File: config.mk
export PLATFORM = sky130hd
export DESIGN_NAME = rip_uart_tx_fifo
export DESIGN_NICKNAME = d
export VERILOG_FILES = /design/src/rtl/rip_uart_tx_fifo.sv
export SDC_FILE = /design/constraint.sdc
export NUM_CORES = 1
export LEC_CHECK = 0
export BUFFER_PORTS_ARGS = -buffer_cell sky130_fd_sc_hd__buf_4
export CORE_AREA = 2 2 54 56
export CTS_BUF_LIST = sky130_fd_sc_hd__clkbuf_4 sky130_fd_sc_hd__clkbuf_8
export DETAILED_ROUTE_END_ITERATION = 16
export DIE_AREA = 0 0 56 58
export GPL_TIMING_DRIVEN = 0
export PLACE_DENSITY = 0.76
export REMOVE_ABC_BUFFERS = 1
export SYNTH_ARGS = -nofsm -noshare
export SYNTH_HDL_FRONTEND = slang
export SYNTH_SLANG_ARGS = --single-unit
File: constraint.sdc
create_clock -name clk -period 2.6 [get_ports clk]
set_clock_uncertainty 0.1 [all_clocks]
set_input_delay 0.39 -clock clk [delete_from_list [all_inputs] [get_ports clk]]
set_output_delay 0.39 -clock clk [all_outputs]
set_load 0.02 [all_outputs]
File: src/rtl/rip_uart_tx_fifo.sv
// UART transmitter that pops one word per frame from a synchronous FIFO read port
// and serialises it LSB first with optional parity and one or two stop bits.
module rip_uart_tx_fifo #(
    parameter int DATA_WIDTH   = 8,
    parameter int CLKS_PER_BIT = 868,
    parameter int PARITY_EN    = 0,
    parameter int PARITY_ODD   = 0,
    parameter int STOP_BITS    = 1
) (
    input  logic                  clk,
    input  logic                  rst_n,
    input  logic                  enable,
    input  logic [DATA_WIDTH-1:0] fifo_r_data,
    input  logic                  fifo_r_empty,
    output logic                  fifo_r_en,
    output logic                  tx,
    output logic                  busy,
    output logic                  tx_done
);

    localparam int CNT_W = (CLKS_PER_BIT > 1) ? $clog2(CLKS_PER_BIT) : 1;
    localparam int BIT_W = (DATA_WIDTH > 1) ? $clog2(DATA_WIDTH) : 1;
    localparam logic [CNT_W-1:0] CNT_LAST  = CNT_W'(CLKS_PER_BIT - 1);
    localparam logic [CNT_W-1:0] CNT_PRE   = CNT_W'(CLKS_PER_BIT - 2);
    localparam logic [BIT_W-1:0] BIT_LAST  = BIT_W'(DATA_WIDTH - 1);
    localparam logic             STOP_LAST = 1'(STOP_BITS - 1);

    typedef enum logic [2:0] {
        S_IDLE,
        S_START,
        S_DATA,
        S_PARITY,
        S_STOP
    } state_t;

    state_t                  state_q;
    logic [CNT_W-1:0]        clk_cnt_q;
    logic [CNT_W-1:0]        clk_cnt_d;
    logic [BIT_W-1:0]        bit_cnt_q;
    logic                    stop_cnt_q;
    logic [DATA_WIDTH-1:0]   shift_q;
    logic                    parity_q;
    logic                    tx_q;
    logic                    busy_q;
    logic                    tx_done_q;
    logic                    bit_end;
    logic                    last_stop;
    logic                    launch;

    assign bit_end   = (clk_cnt_q == CNT_LAST);
    assign clk_cnt_d = bit_end ? '0 : clk_cnt_q + 1'b1;
    assign last_stop = (state_q == S_STOP) && (stop_cnt_q == STOP_LAST) && bit_end;

    // rst_n gating keeps the pop strobe quiet while reset holds the FSM in IDLE.
    assign launch    = rst_n && enable && !fifo_r_empty && ((state_q == S_IDLE) || last_stop);
    assign fifo_r_en = launch;

    assign tx      = tx_q;
    assign busy    = busy_q;
    assign tx_done = tx_done_q;

    always_ff @(posedge clk or negedge rst_n) begin
        if (!rst_n) begin
            state_q    <= S_IDLE;
            clk_cnt_q  <= '0;
            bit_cnt_q  <= '0;
            stop_cnt_q <= 1'b0;
            shift_q    <= '0;
            parity_q   <= 1'b0;
            tx_q       <= 1'b1;
            busy_q     <= 1'b0;
            tx_done_q  <= 1'b0;
        end else begin
            tx_done_q <= 1'b0;
            clk_cnt_q <= clk_cnt_d;
            if (launch) begin
                shift_q   <= fifo_r_data;
                parity_q  <= (^fifo_r_data) ^ (PARITY_ODD != 0);
                tx_q      <= 1'b0;
                busy_q    <= 1'b1;
                clk_cnt_q <= '0;
                state_q   <= S_START;
            end else begin
                case (state_q)
                    S_IDLE: begin
                        tx_q      <= 1'b1;
                        busy_q    <= 1'b0;
                        clk_cnt_q <= '0;
                    end
                    S_START: begin
                        if (bit_end) begin
                            tx_q      <= shift_q[0];
                            shift_q   <= shift_q >> 1;
                            bit_cnt_q <= '0;
                            state_q   <= S_DATA;
                        end
                    end
                    S_DATA: begin
                        if (bit_end) begin
                            if (bit_cnt_q == BIT_LAST) begin
                                if (PARITY_EN != 0) begin
                                    tx_q    <= parity_q;
                                    state_q <= S_PARITY;
                                end else begin
                                    tx_q       <= 1'b1;
                                    stop_cnt_q <= 1'b0;
                                    state_q    <= S_STOP;
                                end
                            end else begin
                                tx_q      <= shift_q[0];
                                shift_q   <= shift_q >> 1;
                                bit_cnt_q <= bit_cnt_q + 1'b1;
                            end
                        end
                    end
                    S_PARITY: begin
                        if (bit_end) begin
                            tx_q       <= 1'b1;
                            stop_cnt_q <= 1'b0;
                            state_q    <= S_STOP;
                        end
                    end
                    S_STOP: begin
                        // A relaunch out of the final stop cycle is taken by the launch branch.
                        if (bit_end) begin
                            if (stop_cnt_q == STOP_LAST) begin
                                busy_q  <= 1'b0;
                                state_q <= S_IDLE;
                            end else begin
                                stop_cnt_q <= 1'b1;
                            end
                        end else if ((stop_cnt_q == STOP_LAST) && (clk_cnt_q == CNT_PRE)) begin
                            tx_done_q <= 1'b1;
                        end
                    end
                    default: begin
                        tx_q    <= 1'b1;
                        busy_q  <= 1'b0;
                        state_q <= S_IDLE;
                    end
                endcase
            end
        end
    end

endmodule

==> reports/metrics.cfg <==
[synth]
syn_inst=131
post-synth-top-area-cell=sky130_fd_sc_hd__dfrtp_1
yosysTopAreaCellShare_pct=46.8
ys_seq_area_share_pct=48.7
most_instantiated_cells_after_synthesis=26 x sky130_fd_sc_hd__dfrtp_1, 16 x sky130_fd_sc_hd__nor2_1, 7 x sky130_fd_sc_hd__nand3_1
synthesis.yosys.warnings=0
post_synth_instance_area_sq_um=1390
synth_cell_type_count=40
postSynthRegisterBits=27
post-synth-top-count-cell=sky130_fd_sc_hd__dfrtp_1
syn-mean-instance-area_sq_um=10.6
netlist_top_cells_area=sky130_fd_sc_hd__dfrtp_1 47%, sky130_fd_sc_hd__a221o_1 4.3%, sky130_fd_sc_hd__nor2_1 4.3%
synth_edf_count=0
synth-main-ff-cell=sky130_fd_sc_hd__dfrtp_1
synth_async_sr_flop_share_pct=100

[sta]
worst_slack_ns=-0.0475
finalCritPeriodShare_pct=102
tightestPinTransition_ns=0.689
rsz0062_at_grt=yes
finalHoldViolations=0
period_minus_slack_ns=2.65
finalMaxSlewViolations=0
fin_setup_tns_ns=-0.0475
relSlewSlack_pct=53.7
total_setup_violations_reported_at_the_end_of_the_flow=1
fmax_ghz=0.378

[placement]
buffer_ports.inserted=15
dp.final_hpwl_um=1880
setup_ws_pre_cts_ns=-0.309
gp_routability_congestion=0.734

[floorplanning]
fp-row-count=19
die_height_um=58
die_area_sq_um=3250
dieWidth_um=56
core_region_area_sq_um=2660
floorplan.initialDensity_pct=52.2
ioPinCount=16

[worst_setup_path]
worst_path_max_delay_cell=sky130_fd_sc_hd__or4b_4
timing_worst_setup_path_type=flop to flop
slowest_delay_ns=0.54
critPathArrivalTime_ns=2.78
worst-endpoint-required_ns=2.73
reg2reg_slack_ns=-0.05
worst-path-max-fanout=7
crit_path_end_kind=flop
critical_path.cell_chain=ha_2 > ha_2 > or4b_4 > a2111oi_4 > buf_4 > mux2_4 > mux2_4
cp-start-kind=flop

[cts]
htreeDepth=1
clock_insertion_delay_worst_skew_ns=0.33
worst_setup_hold_path_clk_slew_ns=0.14
cts-buffers-inserted=3
tritoncts=yes
cts_root_buffer=sky130_fd_sc_hd__clkbuf_4
clkSinkCount=27
cts_max_path_buffers=2

[run_status]
violated_checks=negative setup slack
result_of_the_run=finished with violations

[grt]
largest_net_degree_at_the_start_of_global_routing=27
number_of_antenna_violations_at_the_first_check_in_global_routing=0
global_route.usage.total_pct=17.7
number_of_global_route_vias_before_repair=1033
globalRoute.totalOverflow=0
grt_pass1_wl_um=4530

[final_layout]
flow.area_growth_from_synthesis_pct=17.7
final.fill_count=225
finalNetCount=167
final_core_utilization_pct=61.4
multi_input_area_sq_um=693
drive_gt1_share_pct=26.7
regArea_sq_um=677
antenna_cells=0

[drt]
detail_route.drc_violations=0
detail_route.iter0.violations=21
drt-total-wl_um=2630
detail_route.wl_per_cell_um=14.6
vias=1044
detail_route.first_pass.iterations=4
postRouteAntennaNets=0
drt-vias-per-instance=5.77

[pwr]
ir_drop_mv=0.496
power.static_leakage_nw=0.707
finalPower_mw=1.08
pwr_dens_nw_per_um2=660

[run]
timing.max_cap.violations=0

[min_path]
hold_path.class=primary input to flop

## flip-flops by register name (all words and copies together) (netlist names)
name and count:
tx 1, tx_done 1, clk_cnt_q 10, busy 1, state_q 3, bit_cnt_q 3
shift_q 8
## kinds of logic (layout without fill, tap and decap cells)
group	Yosys count	in the layout	share of synthesized area (%)
adders and majority gates	4	4	3.60
buffers and inverters	12	31	4.14
AOI/OAI and AO/OA	24	24	15.0
DFF	27	27	48.7
and+or+nand+nor	53	53	21.0
xor gates and xnor gates	8	8	5.05
muxes	3	3	2.43
## layout make-up
cell class                 instances  area share (%)
clock buffer                       4            1.84
timing repair buffer              21            10.6
inverter                           6            1.38
tap                               31            2.37
multi-input combinational         92            42.4
sequential                        27            41.4
## layout by cell type (no fill, tap or decap), types with 2 or more instances in the layout
cell / netlist / layout
sky130_fd_sc_hd__a21oi_1: 4 / 4
sky130_fd_sc_hd__or4b_4: 2 / 2
sky130_fd_sc_hd__and2_1: 6 / 6
sky130_fd_sc_hd__nand3_1: 7 / 6
sky130_fd_sc_hd__mux2_4: 0 / 2
sky130_fd_sc_hd__xor2_1: 2 / 2
sky130_fd_sc_hd__buf_4: 1 / 19
sky130_fd_sc_hd__a221o_1: 6 / 6
sky130_fd_sc_hd__dfrtp_1: 26 / 26
sky130_fd_sc_hd__ha_1: 4 / 2
sky130_fd_sc_hd__or3b_2: 2 / 2
sky130_fd_sc_hd__a21oi_4: 0 / 2
sky130_fd_sc_hd__nor2_1: 16 / 16
sky130_fd_sc_hd__ha_2: 0 / 2
sky130_fd_sc_hd__o21ai_0: 3 / 3
sky130_fd_sc_hd__nand2_1: 6 / 6
sky130_fd_sc_hd__inv_1: 6 / 6
sky130_fd_sc_hd__nor3_1: 4 / 4
sky130_fd_sc_hd__clkbuf_4: 0 / 4
sky130_fd_sc_hd__xnor2_1: 6 / 6
sky130_fd_sc_hd__nand4_1: 3 / 3
## critical path: cells and delay by family, from the launching register on
kind	cells	cell delay [ns]
adder cells (fa/ha/maj)	2	0.35
AO/OA/AOI/OAI	1	0.38
multiplexers	2	0.57
flip-flops	1	0.41
buffers and inverters	1	0.20
AND/OR/NAND/NOR	1	0.54
## routing by layer
metal | up-vias | global-route usage (%) | share of wire, %
met5 | - | 0 | 0
met4 | 0 | 7.82 | 2.2
met3 | 7 | 2.90 | 3.4
met2 | 21 | 29.7 | 49
met1 | 504 | 22.9 | 45
li1 | 512 | - | -
## final timing paths
kind	startpoint	end	cells after the start
worst max-delay path	bit_cnt_q[0]	shift_q[6]	7
worst min-delay path	fifo_r_data[7]	shift_q[7]	2
worst max register to register	bit_cnt_q[0]	shift_q[6]	7
worst min register to register	shift_q[5]	shift_q[5]	1
max in group asynchronous	rst_n	clk_cnt_q[0]	3
min in group asynchronous	rst_n	state_q[1]	3
## per-stage QoR
| stage | hold WS [ns] | cells | instance area (sq um) |
|---|---|---|---|
| 2_1_floorplan | -0.00559 | 125 | 1350 |
| 3_3_place_gp | 0.219 | 171 | 1510 |
| 3_5_place_dp | 0.221 | 171 | 1510 |
| 4_1_cts | 0.178 | 179 | 1600 |
| 5_1_grt | 0.166 | 181 | 1630 |
| 6_report | 0.186 | 181 | 1630 |
## power breakdown
group	internal (mW)	total, mW	switching, mW
clock network	0.0706	0.189	0.118
logic	0.145	0.285	0.140
registers	0.519	0.605	0.0861
total	0.734	1.08	0.344
## repair_timing
item | CTS | global route
resized for setup | 3 | 5
buffers inserted | 2 | 3
pin swaps | 1 | 3
hold buffers | 2 | 0
endpoints found under the setup margin | 10 | 3
hold endpoints to repair | 26 | 0
cloned | 0 | 0
Power figures use the tool's default switching activity.
